<file path="src/rtl/cdb_arbiter_if.sv">
// ==========================================================================
// cdb_arbiter_if : requester/broadcast bundle for the common-data-bus arbiter
// Revision: 1.0
// ==========================================================================
`default_nettype none

interface cdb_arbiter_if #(
  parameter int NREQ = 6,
  parameter int TAGW = 3,
  parameter int DW   = 32,
  parameter int SRCW = 3
);
  logic [NREQ-1:0]      req;
  logic [NREQ*TAGW-1:0] req_tag;
  logic [NREQ*DW-1:0]   req_data;
  logic                 cdb_ready;
  logic                 flush;
  logic [NREQ-1:0]      grant;
  logic                 cdb_valid;
  logic [TAGW-1:0]      cdb_tag;
  logic [DW-1:0]        cdb_data;
  logic [SRCW-1:0]      cdb_src;
  logic [15:0]          bcast_cnt;

  modport master (
    output req, req_tag, req_data, cdb_ready, flush,
    input  grant, cdb_valid, cdb_tag, cdb_data, cdb_src, bcast_cnt
  );

  modport slave (
    input  req, req_tag, req_data, cdb_ready, flush,
    output grant, cdb_valid, cdb_tag, cdb_data, cdb_src, bcast_cnt
  );
endinterface

`default_nettype wire

</file>
<file path="src/rtl/cdb_arbiter.sv">
// ==========================================================================
// cdb_arbiter : round-robin grant of one completing result per cycle onto the CDB
// Revision: 1.0
// ==========================================================================
`default_nettype none

module cdb_arbiter #(
  parameter int NREQ = 6,
  parameter int TAGW = 3,
  parameter int DW   = 32,
  parameter int SRCW = 3
) (
  input  logic         clk,
  input  logic         rst_n,
  cdb_arbiter_if.slave bus
);

  localparam logic [SRCW:0]   C_NREQ_W = (SRCW+1)'(NREQ);
  localparam logic [SRCW-1:0] C_LAST   = SRCW'(NREQ-1);

  logic [TAGW-1:0] req_tag_w  [NREQ];
  logic [DW-1:0]   req_data_w [NREQ];

  logic [SRCW-1:0] ptr_q, ptr_d;
  logic [15:0]     cnt_q, cnt_d;
  logic            valid_q;
  logic [TAGW-1:0] tag_q;
  logic [DW-1:0]   data_q;
  logic [SRCW-1:0] src_q;

  logic            found_w;
  logic [SRCW-1:0] win_w;
  logic [SRCW:0]   sum_w;
  logic [NREQ-1:0] grant_w;

  for (genvar i = 0; i < NREQ; i++) begin : g_unpack
    assign req_tag_w[i]  = bus.req_tag[i*TAGW +: TAGW];
    assign req_data_w[i] = bus.req_data[i*DW +: DW];
  end

  // Scan from ptr upward with wrap; the first requester found wins.
  always_comb begin
    found_w = 1'b0;
    win_w   = '0;
    sum_w   = '0;
    grant_w = '0;
    if (rst_n && bus.cdb_ready && !bus.flush) begin
      for (int k = 0; k < NREQ; k++) begin
        sum_w = {1'b0, ptr_q} + (SRCW+1)'(k);
        if (sum_w >= C_NREQ_W) begin
          sum_w = sum_w - C_NREQ_W;
        end
        if (!found_w && bus.req[sum_w[SRCW-1:0]]) begin
          found_w = 1'b1;
          win_w   = sum_w[SRCW-1:0];
        end
      end
    end
    if (found_w) begin
      grant_w[win_w] = 1'b1;
    end
  end

  always_comb begin
    ptr_d = ptr_q;
    cnt_d = cnt_q;
    if (found_w) begin
      ptr_d = (win_w == C_LAST) ? '0 : win_w + SRCW'(1);
      cnt_d = cnt_q + 16'd1;
    end
  end

  always_ff @(posedge clk) begin
    if (!rst_n) begin
      ptr_q   <= '0;
      cnt_q   <= '0;
      valid_q <= 1'b0;
      tag_q   <= '0;
      data_q  <= '0;
      src_q   <= '0;
    end else begin
      ptr_q   <= ptr_d;
      cnt_q   <= cnt_d;
      valid_q <= found_w;
      if (found_w) begin
        tag_q  <= req_tag_w[win_w];
        data_q <= req_data_w[win_w];
        src_q  <= win_w;
      end
    end
  end

  assign bus.grant     = grant_w;
  assign bus.cdb_valid = valid_q;
  assign bus.cdb_tag   = tag_q;
  assign bus.cdb_data  = data_q;
  assign bus.cdb_src   = src_q;
  assign bus.bcast_cnt = cnt_q;

endmodule

`default_nettype wire

</file>
<file path="src/flat_wrapper.sv">
// flat-port wrapper written by rule: the top's interface ports become plain ports
module cdb_arbiter_flat 
#(
  parameter int NREQ = 6,
  parameter int TAGW = 3,
  parameter int DW   = 32,
  parameter int SRCW = 3
)
  (clk, rst_n, bus_req, bus_req_tag, bus_req_data, bus_cdb_ready, bus_flush, bus_grant, bus_cdb_valid, bus_cdb_tag, bus_cdb_data, bus_cdb_src, bus_bcast_cnt);
  cdb_arbiter_if #(.NREQ(NREQ), .TAGW(TAGW), .DW(DW), .SRCW(SRCW)) bus_i ();
  input  logic clk;
  input  logic rst_n;
  input wire logic [$bits(bus_i.req)-1:0] bus_req;
  input wire logic [$bits(bus_i.req_tag)-1:0] bus_req_tag;
  input wire logic [$bits(bus_i.req_data)-1:0] bus_req_data;
  input wire logic [$bits(bus_i.cdb_ready)-1:0] bus_cdb_ready;
  input wire logic [$bits(bus_i.flush)-1:0] bus_flush;
  output wire logic [$bits(bus_i.grant)-1:0] bus_grant;
  output wire logic [$bits(bus_i.cdb_valid)-1:0] bus_cdb_valid;
  output wire logic [$bits(bus_i.cdb_tag)-1:0] bus_cdb_tag;
  output wire logic [$bits(bus_i.cdb_data)-1:0] bus_cdb_data;
  output wire logic [$bits(bus_i.cdb_src)-1:0] bus_cdb_src;
  output wire logic [$bits(bus_i.bcast_cnt)-1:0] bus_bcast_cnt;
  assign bus_i.req = bus_req;
  assign bus_i.req_tag = bus_req_tag;
  assign bus_i.req_data = bus_req_data;
  assign bus_i.cdb_ready = bus_cdb_ready;
  assign bus_i.flush = bus_flush;
  assign bus_grant = bus_i.grant;
  assign bus_cdb_valid = bus_i.cdb_valid;
  assign bus_cdb_tag = bus_i.cdb_tag;
  assign bus_cdb_data = bus_i.cdb_data;
  assign bus_cdb_src = bus_i.cdb_src;
  assign bus_bcast_cnt = bus_i.bcast_cnt;
  cdb_arbiter #(.NREQ(NREQ), .TAGW(TAGW), .DW(DW), .SRCW(SRCW)) u_core (.clk(clk), .rst_n(rst_n), .bus(bus_i));
endmodule
</file>
<file path="config.mk">
export PLATFORM = sky130hd
export DESIGN_NAME = cdb_arbiter_flat
export DESIGN_NICKNAME = d
export VERILOG_FILES = /design/src/rtl/cdb_arbiter_if.sv /design/src/rtl/cdb_arbiter.sv /design/src/flat_wrapper.sv
export SDC_FILE = /design/constraint.sdc
export NUM_CORES = 1
export LEC_CHECK = 0
export CORE_MARGIN = 3
export CORE_UTILIZATION = 45
export CTS_BUF_LIST = sky130_fd_sc_hd__clkbuf_4
export CTS_CLUSTER_SIZE = 10
export DETAILED_ROUTE_END_ITERATION = 8
export PLACE_DENSITY = 0.92
export REMOVE_ABC_BUFFERS = 1
export SLEW_MARGIN = 20
export SYNTH_ARGS = -nofsm -noshare
export SYNTH_HDL_FRONTEND = slang
export SYNTH_SLANG_ARGS = --single-unit
</file>
<file path="constraint.sdc">
create_clock -name clk -period 11.9 [get_ports clk]
set_input_delay 2.38 -clock clk [delete_from_list [all_inputs] [get_ports clk]]
set_output_delay 2.38 -clock clk [all_outputs]
set_load 0.02 [all_outputs]
</file>
==> results of run 1 <==
[layer usage]
| layer | global-route usage | vias up | share of wire |
|---|---|---|---|
| met2 | 0.521 | 402 | 0.49 |
| met5 | 0 | - | 0 |
| met3 | 0.0815 | 58 | 0.097 |
| met1 | 0.409 | 3108 | 0.38 |
| met4 | 0.104 | 0 | 0.032 |
| li1 | - | 3125 | - |
[layout make-up]
| cell class | instances | area [sq um] | share of cell area |
|---|---|---|---|
| clock inverter | 5 | 22.5 | 0.00274 |
| clock buffer | 10 | 75.1 | 0.00912 |
| multi-input combinational | 560 | 3890 | 0.472 |
| timing repair buffer | 289 | 2870 | 0.348 |
| tap | 143 | 179 | 0.0217 |
| inverter | 12 | 45.0 | 0.00547 |
| sequential | 58 | 1160 | 0.141 |
[cell families after synthesis]
group                    after synthesis  share of synthesized area
AO/OA/AOI/OAI                        273                      0.356
XOR/XNOR                              16                     0.0273
adder cells (fa/ha/maj)                8                     0.0185
buffers and inverters                 86                     0.0733
flip-flops                            58                      0.215
multiplexers                          23                     0.0478
AND/OR/NAND/NOR                      240                      0.263
[critical path: cells and delay by family]
family,cells,cell delay (ns)
AND/OR/NAND/NOR,5,1.78
buffers and inverters,2,1.12
AO/OA/AOI/OAI,2,1.06
multiplexers,1,0.48
[how the worst max path moves through the flow]
stage	from	to	slack, ns	cells past startpoint
floorplan	bus_req[3]	bus_grant[3]	2.07	7
global placement	bus_req[3]	bus_grant[4]	2.85	10
detailed placement	bus_req[3]	bus_grant[4]	2.77	10
CTS	bus_req[3]	bus_grant[4]	2.77	10
global route	bus_req[0]	bus_grant[4]	2.43	10
finish	bus_req[3]	bus_grant[4]	2.69	10
[per-stage QoR]
stage | util | area (sq um) | setup WS, ns | hold slack [ns]
detailed placement | 0.704 | 8140 | 2.77 | 0.436
CTS | 0.712 | 8230 | 2.77 | 0.451
finish | 0.712 | 8230 | 2.69 | 0.454
global route | 0.712 | 8230 | 2.43 | 0.489
global placement | 0.704 | 8140 | 2.85 | 0.430
floorplan | - | 5060 | 2.07 | 0.521
[state kept, by name, summed over array words and instances, names as in the netlist]
register / flops
u_core.bus.bcast_cnt: 16
u_core.bus.cdb_src: 3
u_core.bus.cdb_valid: 1
u_core.bus.cdb_data: 32
u_core.bus.cdb_tag: 3
u_core.ptr_q: 3
[cell usage after synthesis (all sizes together) (3+ instances only)]
library cell,n
xnor2,10
a211o,11
nand2,33
nor3,11
nor3b,3
inv,12
or3,7
dfxtp,58
a21oi,31
o41a,25
a21o,11
and2,37
nor4,4
nand3b,51
nor4b,4
nor2b,4
o2111ai,10
buf,25
a21boi,4
o21ai,106
clkbuf,49
mux2i,18
a211oi,51
o211ai,5
nor2,13
xor2,6
nand3,58
nand2b,5
ha,8
mux2,3
or2,3
[report_power, final]
group / total, mW / internal, mW / switching (mW)
Combinational: 0.376 / 0.181 / 0.194
Sequential: 0.229 / 0.213 / 0.0157
Clock: 0.119 / 0.0418 / 0.0774
==> results.md, run 1 <==
- Outcome: complete, no violations
- Maximum ir drop on the vdd rail: 0.0456 mV
- Vias in the first global route: ~6,300
- Most frequent standard cell in the layout excluding fill and tap cells: clkdlybuf4s50_1
- Share of cells above drive strength 1: 0.0567
- Die ar.: 13,400 sq um
- Slew at the pin closest to its max-slew limit: 0.983 ns
- Cell chosen for the clock root: clkbuf_4
- Synth Flop Type: dfxtp_1
- Hold Path Depth: 2
- Pin count of the biggest net entering global routing: 103
- Post-detailed-route DRC marker count: 0
- Nets: 1,158
- Count of mapped cells out of synthesis: 704
- Final setup skew: 0.0137 ns
- Tot Pwr: 0.724 mW
- Number of resized instances in the post-cts repair step: 0
- Crit-path max cell delay: 0.81 ns
- TritonCTS Buffers: 9
- Yosys top cell by area: dfxtp_1
- Share of synthesized registers carrying an async set or reset: 0
- Max H-tree Level: 3
- Count of input and output buffers: 280
- TritonCTS clock tree: built
- CORE AREA: 11,600 sq um
- Number of flops mapped to enable cells by yosys: 0
- Depth of the most critical reg-to-reg path: 11
- Leakage Power: 2.93 nW
- Capturing point of the worst reg2reg path: u_core.bus.cdb_data[24]
- Netlist cell types: 66
- Diodes inserted: 0
- Total number of clock tree sinks: a little under 60
- Internal reg-to-reg setup slack: 6.53 ns
- Fraction of post-synthesis cell area in the top cell type by area: 0.215
- Number of endpoints failing setup at the final stage: 0
- Upper clock frequency limit: ~110 MHz
- Startpoint of the most critical register-to-register path: u_core.ptr_q[0]
- GR Util All Layers: 0.318
- Starting DRT DRC Count: 771
- Sum of net half-perimeters after detailed placement: 16,000 um
- Synth warn: 0
- Chip height: around 120 um
- CP dominant cell by count: clkdlybuf4s50_1
- Antenna violation net count after detailed routing: 0
- Layout overhead on the synthesized area: 52.1%
- Per-cell via count in the routed design: between 6 and 7
- Hold-fix buffer count after cts: 0
- Mapped Area: 5410 sq um
- Commonest non-fill, non-tap cells in the layout: clkdlybuf4s50_1 (279), o21ai_0 (105), nand3_1 (58), dfxtp_1 (58)
- Seq/Total Area, Yosys: 0.215
- I/O pins: 281
- Buffer levels on the longest clock path: 2
- Cell breakdown of the critical path: clkdlybuf4s50_1 > mux4_2 > nand2b_1 > nor4b_2 > o211ai_2 > nor2_4 > a2111o_2 > nand2_2 > nor2_1 > clkdlybuf4s50_1
- Relative max-transition margin: 0.342
- Number of inserted filler cells in the final layout: 930
- Worst-path maximum fanout: 46
- Number of standard-cell rows in the floorplan: 39
- Power density over the cells: approximately 88 nW/um^2
- Average footprint of a synthesized cell: 7.69 sq um
- Placer congestion estimate: between 0.9 and 1
- Classification of the worst setup path: in2out
- Hold endpoint: u_core.bus.cdb_src[1]
- Count of placed standard cells in the final layout, fillers left out: 1,077
- FF+latch count, synth: 58
- Die boundary width: 116 um
- WL/cell: 20.6 um
- Remaining global-route overflow: 0
- Cell with the biggest individual delay on the critical path: a2111o_2
- Worst Path Required: 9.52 ns
- Buffers inserted during post-CTS setup optimization: 0
- Final count of pins violating max slew: 0
- Period Utilization, post-route: 0.774
- Arrival time worst endpoint: roughly 7 ns
- Hold Path Class: reg2reg
- Startpoint class of the critical path: input pin
- Number of antenna violations at the first check in global routing: 0
- Ranking of synthesized cells by area: dfxtp_1 (21%), o21ai_0 (9.7%), a211oi_1 (7.1%)
- Critical Path End Type: output pin
- Instance count after placement with tap cells included: 1,062
- Effective utilization at floorplan: 0.468
- Launch point of the worst hold path: u_core.bus.cdb_src[1]
- RSZ-0062 raised after global routing: false
- Count of max-cap constraint violations: 0
- Vias: about 6,700
- Final sum of negative setup slack: 0 ns
- Clock slew seen by the registers of the worst setup and hold paths: 0.11 ns
- Number of iterations in the first detailed-routing pass: 5
- Final hold vios: 0
- Wire length of the first global-routing pass: 33,800 um
- Clock latency on the worst-skew pair: 0.41 ns
- Clock period minus final worst setup slack: 9.21 ns
- Sum of routed wire length over all layers: 22,100 um
Power figures use the tool's default switching activity.
==> run 2, diff against run 1 <==
CORE_UTILIZATION = 42   (was 45)
PLACE_DENSITY = 0.86   (was 0.92)
clock period = 8.7 ns   (was 11.9 ns; I/O delays follow)
==> run 2 against run 1 <==
Sequential share of layout area down 0.16 points. Design area up 1.2%. Die area up 6.8%. Global-route usage down 1.8 points. Setup slack worse by 1.2 ns. Critical path depth unchanged. Clock-buffer cell count down 1. Non-clock buffer count up 4. Core utilization down 3.5 points. First-iteration DRC count down 12%. Power up 41%. Largest power group unchanged.
==> results.md, run 2 (same netlist as run 1, synthesis figures left out) <==
- Depth of the most critical reg-to-reg path: 11 (unchanged)
- Portion of total power attributed to sequential cells: 0.306 (-0.010)
- Effective utilization at floorplan: 0.440 (-0.0284)
- Cell chosen for the clock root: clkbuf_4
- GR Util All Layers: 0.300 (-0.0178)
- I/O pins: 281 (unchanged)
- Antenna violation net count after detailed routing: 0 (unchanged)
- Sequential cell area: 1160 sq um (unchanged)
- Die boundary width: 120 um (+3.3%)
- Most frequent standard cell in the layout excluding fill and tap cells: clkdlybuf4s50_1
- Hold-fix buffer count after cts: 0 (unchanged)
- Area used by multi-input combinational logic: 3890 sq um (about the same)
- WL/cell: 20.4 um (-0.85%)
- Fraction of power spent switching nets: 0.388 (-0.00870)
- Per-cell via count in the routed design: 6.04 (-2.8%)
- Sum of net half-perimeters after detailed placement: 16,400 um (+2.6%)
- Starting DRT DRC Count: 681 (-12%)
- Leakage Power: 2.95 nW (+0.90%)
- Total non-filler cell area in the finished layout: 8330 sq um (+1.2%)
- Relative max-transition margin: 0.345 (+0.00263)
- Placer congestion estimate: 0.972 (+7.0%)
- Worst-path maximum fanout: 13 (-72%)
- Final count of pins violating max slew: 0 (unchanged)
- TritonCTS clock tree: built
- Startpoint of the most critical register-to-register path: u_core.ptr_q[0]
- Final hold vios: 0 (unchanged)
- Post-detailed-route DRC marker count: 0 (unchanged)
- Maximum ir drop on the vdd rail: 0.0674 mV (+48%)
- Clock slew seen by the registers of the worst setup and hold paths: 0.10 ns (about the same)
- Classification of the worst setup path: in2out
- Tot Pwr: 1.02 mW (+41%)
- Number of endpoints failing setup at the final stage: 0 (unchanged)
- TritonCTS Buffers: 9 (unchanged)
- Startpoint class of the critical path: input pin
- Final sum of negative setup slack: 0 ns (unchanged)
- Buffers inserted during post-CTS setup optimization: 0 (unchanged)
- Count of input and output buffers: 280 (unchanged)
- Clock period minus final worst setup slack: 7.22 ns
- Hold Path Class: reg2reg
- CORE AREA: 12,300 sq um (+6.5%)
- Number of standard-cell rows in the floorplan: 40 (+2.6%)
- Worst Hold Margin: 0.448 ns (-0.00579 ns)
- Nets: 1,162 (+0.35%)
- Power density over the cells: 123 nW/um^2 (+39%)
- Period Utilization, post-route: 0.830
- Share of cells above drive strength 1: 0.0629 (+0.00615)
- Worst setup path startpoint: bus_req[3]
- Hold Path Depth: 2 (unchanged)
- Comb pwr share: 0.502 (-0.017)
- Final setup skew: 0.0260 ns (+0.0123 ns)
- Pin count of the biggest net entering global routing: 65 (-37%)
- CP dominant cell by count: clkdlybuf4s50_1
- Max H-tree Level: 3 (unchanged)
- RSZ-0062 raised after global routing: false
- Slew at the pin closest to its max-slew limit: 0.979 ns (-0.00394 ns)
- Flip-flop count of the largest register after layout: 32 (unchanged)
- Chip height: 120 um (+3.3%)
- Number of antenna violations at the first check in global routing: 2 (+2)
- Wire length of the first global-routing pass: 34,700 um (+2.7%)
- Sum of routed wire length over all layers: 22,600 um (+1.9%)
- Clock latency on the worst-skew pair: 0.42 ns (about the same)
- Arrival time worst endpoint: 5.48 ns (-1.35 ns)
- Cell breakdown of the critical path: clkdlybuf4s50_1 > mux4_2 > nand2b_1 > nor4b_2 > o211ai_2 > nor2_4 > a221oi_4 > or3_1 > nor2_1 > clkdlybuf4s50_1
- Number of resized instances in the post-cts repair step: 0 (unchanged)
- Outcome: complete, no violations
- Core occupancy in the finished layout: 0.677 (-0.0355)
- Count of max-cap constraint violations: 0 (unchanged)
- Crit-path max cell delay: 0.69 ns (-0.12 ns)
- Buffer levels on the longest clock path: 2 (unchanged)
- Remaining global-route overflow: 0 (unchanged)
- Upper clock frequency limit: 139 MHz
- NetSw: 0.396 mW (+38%)
- Number of iterations in the first detailed-routing pass: 6 (+1)
- Total number of clock tree sinks: 58 (unchanged)
- Critical Path End Type: output pin
- Worst Path Required: 6.96 ns (-2.56 ns)
- Internal Pwr Total: 0.624 mW (+43%)
- Launch point of the worst hold path: u_core.bus.cdb_src[1]
- Vias in the first global route: 6,338 (+0.14%)
- Cell with the biggest individual delay on the critical path: or3_1
- Area of placed instances: 8200 sq um (+0.75%)
- Die ar.: 14,300 sq um (+6.8%)
- Relative contribution of the clock network to total power: 0.192 (+0.027)
- Vias: 6,689 (-0.060%)
- Number of inserted filler cells in the final layout: 1,096 (+18%)
- Commonest non-fill, non-tap cells in the layout: clkdlybuf4s50_1 (279), o21ai_0 (105), nand3_1 (58), dfxtp_1 (58)
- Layout overhead on the synthesized area: 53.9%
run 2: cell types whose count changed in the layout (fill, tap and decap cells not counted), sizes merged:
cell	before	now
bufinv	0	1
buf	10	14
clkbuf	10	9
diode	0	1
clkinvlp	0	2
clkinv	5	3
run 2: area by class of cell:
type,count,share of cell area
clock inverter,6,0.00706
sequential,58,0.139
multi-input combinational,560,0.467
clock buffer,9,0.00811
tap,168,0.0252
antenna,1,0.000300
inverter,12,0.00541
timing repair buffer,293,0.348
run 2: per-stage QoR:
stage          instances  setup WS (ns)
4_1_cts             1106           1.42
6_report            1107           1.48
3_5_place_dp        1091           1.42
3_3_place_gp        1091           1.46
5_1_grt             1107           1.27
2_1_floorplan        630          0.154
run 2: power by group through the flow:
stage,sequential [mW],combinational (mW),clock [mW]
final,0.312,0.513,0.196
after global placement,0.316,0.505,0
after floorplan,0.342,0.248,0
after detailed placement,0.317,0.507,0
after CTS,0.311,0.510,0.196
after global routing,0.315,0.550,0.210
run 2: per-layer routing:
metal | share of wire | track usage
met5 | 0.00058 | 0
met4 | 0.036 | 0.102
met3 | 0.085 | 0.0740
met2 | 0.48 | 0.491
met1 | 0.40 | 0.385
run 2: worst max-delay path, delay by kind of cell:
family                 cells  cell delay (ns)
AOI/OAI and AO/OA          2             0.38
buffers and inverters      2             1.12
and+or+nand+nor            5             1.75
muxes                      1             0.48
run 2: final timing paths:
| kind | endpoint | slack [ns] |
|---|---|---|
| max | bus_grant[4] | 1.48 |
| min | u_core.bus.cdb_src[1] | 0.45 |
| max reg2reg | u_core.bus.cdb_data[20] | 3.63 |
| min reg2reg | u_core.bus.cdb_src[1] | 0.45 |
==> run 3, diff against run 2 <==
clock period = 7.14 ns   (was 8.7 ns; I/O delays follow)
==> run 3 against run 2 <==
Via count increased by 0.45%. Hold slack better by 0.0056 ns. Sequential power rose by 22%. Design area increased by 0.33%. Setup slack lost 0.84 ns. Core utilization is 0.22 points higher. Clock-buffer cell count unchanged. Critical path type is now reg2out. Largest cell class unchanged. Highest routed layer is now met4.
==> results.md, run 3 (same netlist as run 1, synthesis figures left out) <==
- Outcome: complete, no violations
- CORE AREA: 12,300 sq um (unchanged)
- Final setup margin: 0.636 ns (-0.845 ns)
- CP dominant cell by count: mux2i_1
- Clock latency on the worst-skew pair: 0.41 ns (about the same)
- Die ar.: 14,300 sq um (unchanged)
- Max H-tree Level: 3 (unchanged)
- RSZ-0062 raised after global routing: false
- Wire length of the first global-routing pass: 34,700 um (-0.10%)
- Period Utilization, post-route: 0.911
- Power density over the cells: 153 nW/um^2 (+25%)
- Commonest non-fill, non-tap cells in the layout: clkdlybuf4s50_1 (279), o21ai_0 (105), nand3_1 (58), dfxtp_1 (58)
- Startpoint of the most critical register-to-register path: u_core.ptr_q[0]
- Placer congestion estimate: 0.914 (-5.9%)
- Diodes inserted: 0 (-1)
- Leakage Power: 2.97 nW (+0.60%)
- I/O pins: 281 (unchanged)
- Upper clock frequency limit: 154 MHz
- Startpoint class of the critical path: register
- Remaining global-route overflow: 0 (unchanged)
- TritonCTS Buffers: 9 (unchanged)
- Global routing usage on met1: 0.372 (-0.0137)
- Worst Hold Margin: 0.453 ns (+0.00560 ns)
- Fraction of met2 tracks used by global routing: 0.505 (+0.0141)
- Hold Path Class: reg2reg
- Starting DRT DRC Count: 587 (-14%)
- Clock period minus final worst setup slack: 6.50 ns
- WL/cell: 20.6 um (+0.91%)
- Launch point of the worst hold path: u_core.bus.cdb_src[1]
- Most frequent standard cell in the layout excluding fill and tap cells: clkdlybuf4s50_1
- Post-detailed-route DRC marker count: 0 (unchanged)
- Relative max-transition margin: 0.275 (-0.0695)
- Sum of net half-perimeters after detailed placement: 16,200 um (-0.90%)
- Flip-flop count of the largest register after layout: 32 (unchanged)
- Sequential cell area: 1160 sq um (unchanged)
- Number of resized instances in the post-cts repair step: 0 (unchanged)
- Internal reg-to-reg setup slack: 2.23 ns (-1.40 ns)
- Final count of pins violating max slew: 0 (unchanged)
- Layout overhead on the synthesized area: 54.4%
- Classification of the worst setup path: reg2out
- Number of inserted filler cells in the final layout: 1,102 (+0.55%)
- Count of input and output buffers: 280 (unchanged)
- Total number of clock tree sinks: 58 (unchanged)
- TritonCTS clock tree: built
- Clock slew seen by the registers of the worst setup and hold paths: 0.11 ns (about the same)
- Final hold vios: 0 (unchanged)
- Vias: 6,719 (+0.45%)
- Nets: 1,163 (+0.086%)
- Share of cells above drive strength 1: 0.0617 (-0.00120)
- Worst-path maximum fanout: 19 (+6)
- Worst setup slack before clock tree synthesis: 0.740 ns (-0.680 ns)
- Final setup skew: 0.0153 ns (-0.0107 ns)
- Met3 routing resource usage after global routing: 0.0848 (+0.0108)
- Number of antenna violations at the first check in global routing: 0 (-2)
- Worst Path Required: 5.71 ns (-1.25 ns)
- Capturing point of the worst reg2reg path: u_core.bus.cdb_data[4]
- Die boundary width: 120 um (unchanged)
- Buffers inserted during post-CTS setup optimization: 0 (unchanged)
- Crit-path max cell delay: 0.95 ns (+0.26 ns)
- Most used routing layer: met2
- Antenna violation net count after detailed routing: 0 (unchanged)
- Effective utilization at floorplan: 0.440 (unchanged)
- Number of iterations in the first detailed-routing pass: 7 (+1)
- Maximum ir drop on the vdd rail: 0.110 mV (+63%)
- Buffer levels on the longest clock path: 2 (unchanged)
- Per-cell via count in the routed design: 6.06 (+0.36%)
- Hold-fix buffer count after cts: 0 (unchanged)
- Area used by multi-input combinational logic: 3890 sq um (about the same)
- Cell chosen for the clock root: clkbuf_4
- Hold endpoint: u_core.bus.cdb_src[1]
- Cell breakdown of the critical path: inv_1 > ha_1 > o21a_1 > mux2i_1 > mux2i_1 > o211ai_2 > nor2_4 > a221oi_4 > or3_1 > nor2_1 > clkdlybuf4s50_1
- Depth of the most critical reg-to-reg path: 11 (unchanged)
- Vias in the first global route: 6,388 (+0.79%)
- Arrival time worst endpoint: 5.08 ns (-0.40 ns)
- Hold Path Depth: 2 (unchanged)
- Number of endpoints failing setup at the final stage: 0 (unchanged)
- Pin count of the biggest net entering global routing: 53 (-18%)
- Critical Path End Type: output pin
- Sum of routed wire length over all layers: 22,800 um (+1.0%)
- Chip height: 120 um (unchanged)
- Number of standard-cell rows in the floorplan: 40 (unchanged)
- Slew at the pin closest to its max-slew limit: 1.08 ns (+0.104 ns)
- Cell with the biggest individual delay on the critical path: dfxtp_1
- Count of max-cap constraint violations: 0 (unchanged)
- GR Util All Layers: 0.303 (+0.00293)
run 3: per-layer routing:
metal  share of wire  vias up
met4           0.042        0
li1                -     3132
met3           0.089       75
met5               0        -
met1            0.40     3133
met2            0.47      379
run 3: worst max-delay path by stage:
stage | cells past startpoint | from | slack (ns) | to
2_1_floorplan | 7 | bus_req[3] | -0.78 | bus_grant[3]
3_3_place_gp | 10 | bus_req[3] | 0.72 | bus_grant[4]
3_5_place_dp | 10 | bus_req[3] | 0.74 | bus_grant[4]
4_1_cts | 11 | u_core.ptr_q[0] | 0.63 | bus_grant[2]
5_1_grt | 11 | u_core.ptr_q[0] | 0.26 | bus_grant[4]
6_report | 11 | u_core.ptr_q[0] | 0.64 | bus_grant[4]
run 3: layout make-up:
class | count | share of cell area
multi-input combinational | 560 | 0.465
tap | 168 | 0.0252
timing repair buffer | 294 | 0.347
clock inverter | 7 | 0.0100
sequential | 58 | 0.139
clock buffer | 9 | 0.00809
inverter | 12 | 0.00539
run 3: critical path: cells and delay by family, from the launching register on:
family,cells,cell delay (ns)
compound gates,3,0.51
fa+ha+maj,1,0.46
buf+inv,2,0.82
flops,1,0.95
mux,2,0.76
simple gates,3,1.17
run 3: metrics by stage:
| stage | TNS [ns] | std cells | total power, mW | cell area (sq um) | utilization |
|---|---|---|---|---|---|
| final | 0 | 1108 | 1.28 | 8360 | 0.679 |
| after global routing | 0 | 1108 | 1.35 | 8360 | 0.679 |
| after global placement | 0 | 1092 | 1.00 | 8210 | 0.666 |
| after detailed placement | 0 | 1092 | 1.01 | 8210 | 0.666 |
| after CTS | 0 | 1108 | 1.28 | 8360 | 0.679 |
| after floorplan | -1.96 | 630 | 0.719 | 5060 | - |
run 3: where the power goes:
part           switching (mW)  leakage (nW)  internal, mW
Clock                   0.139        0.0784         0.138
Sequential             0.0251         0.472         0.355
Combinational           0.321          2.42         0.303
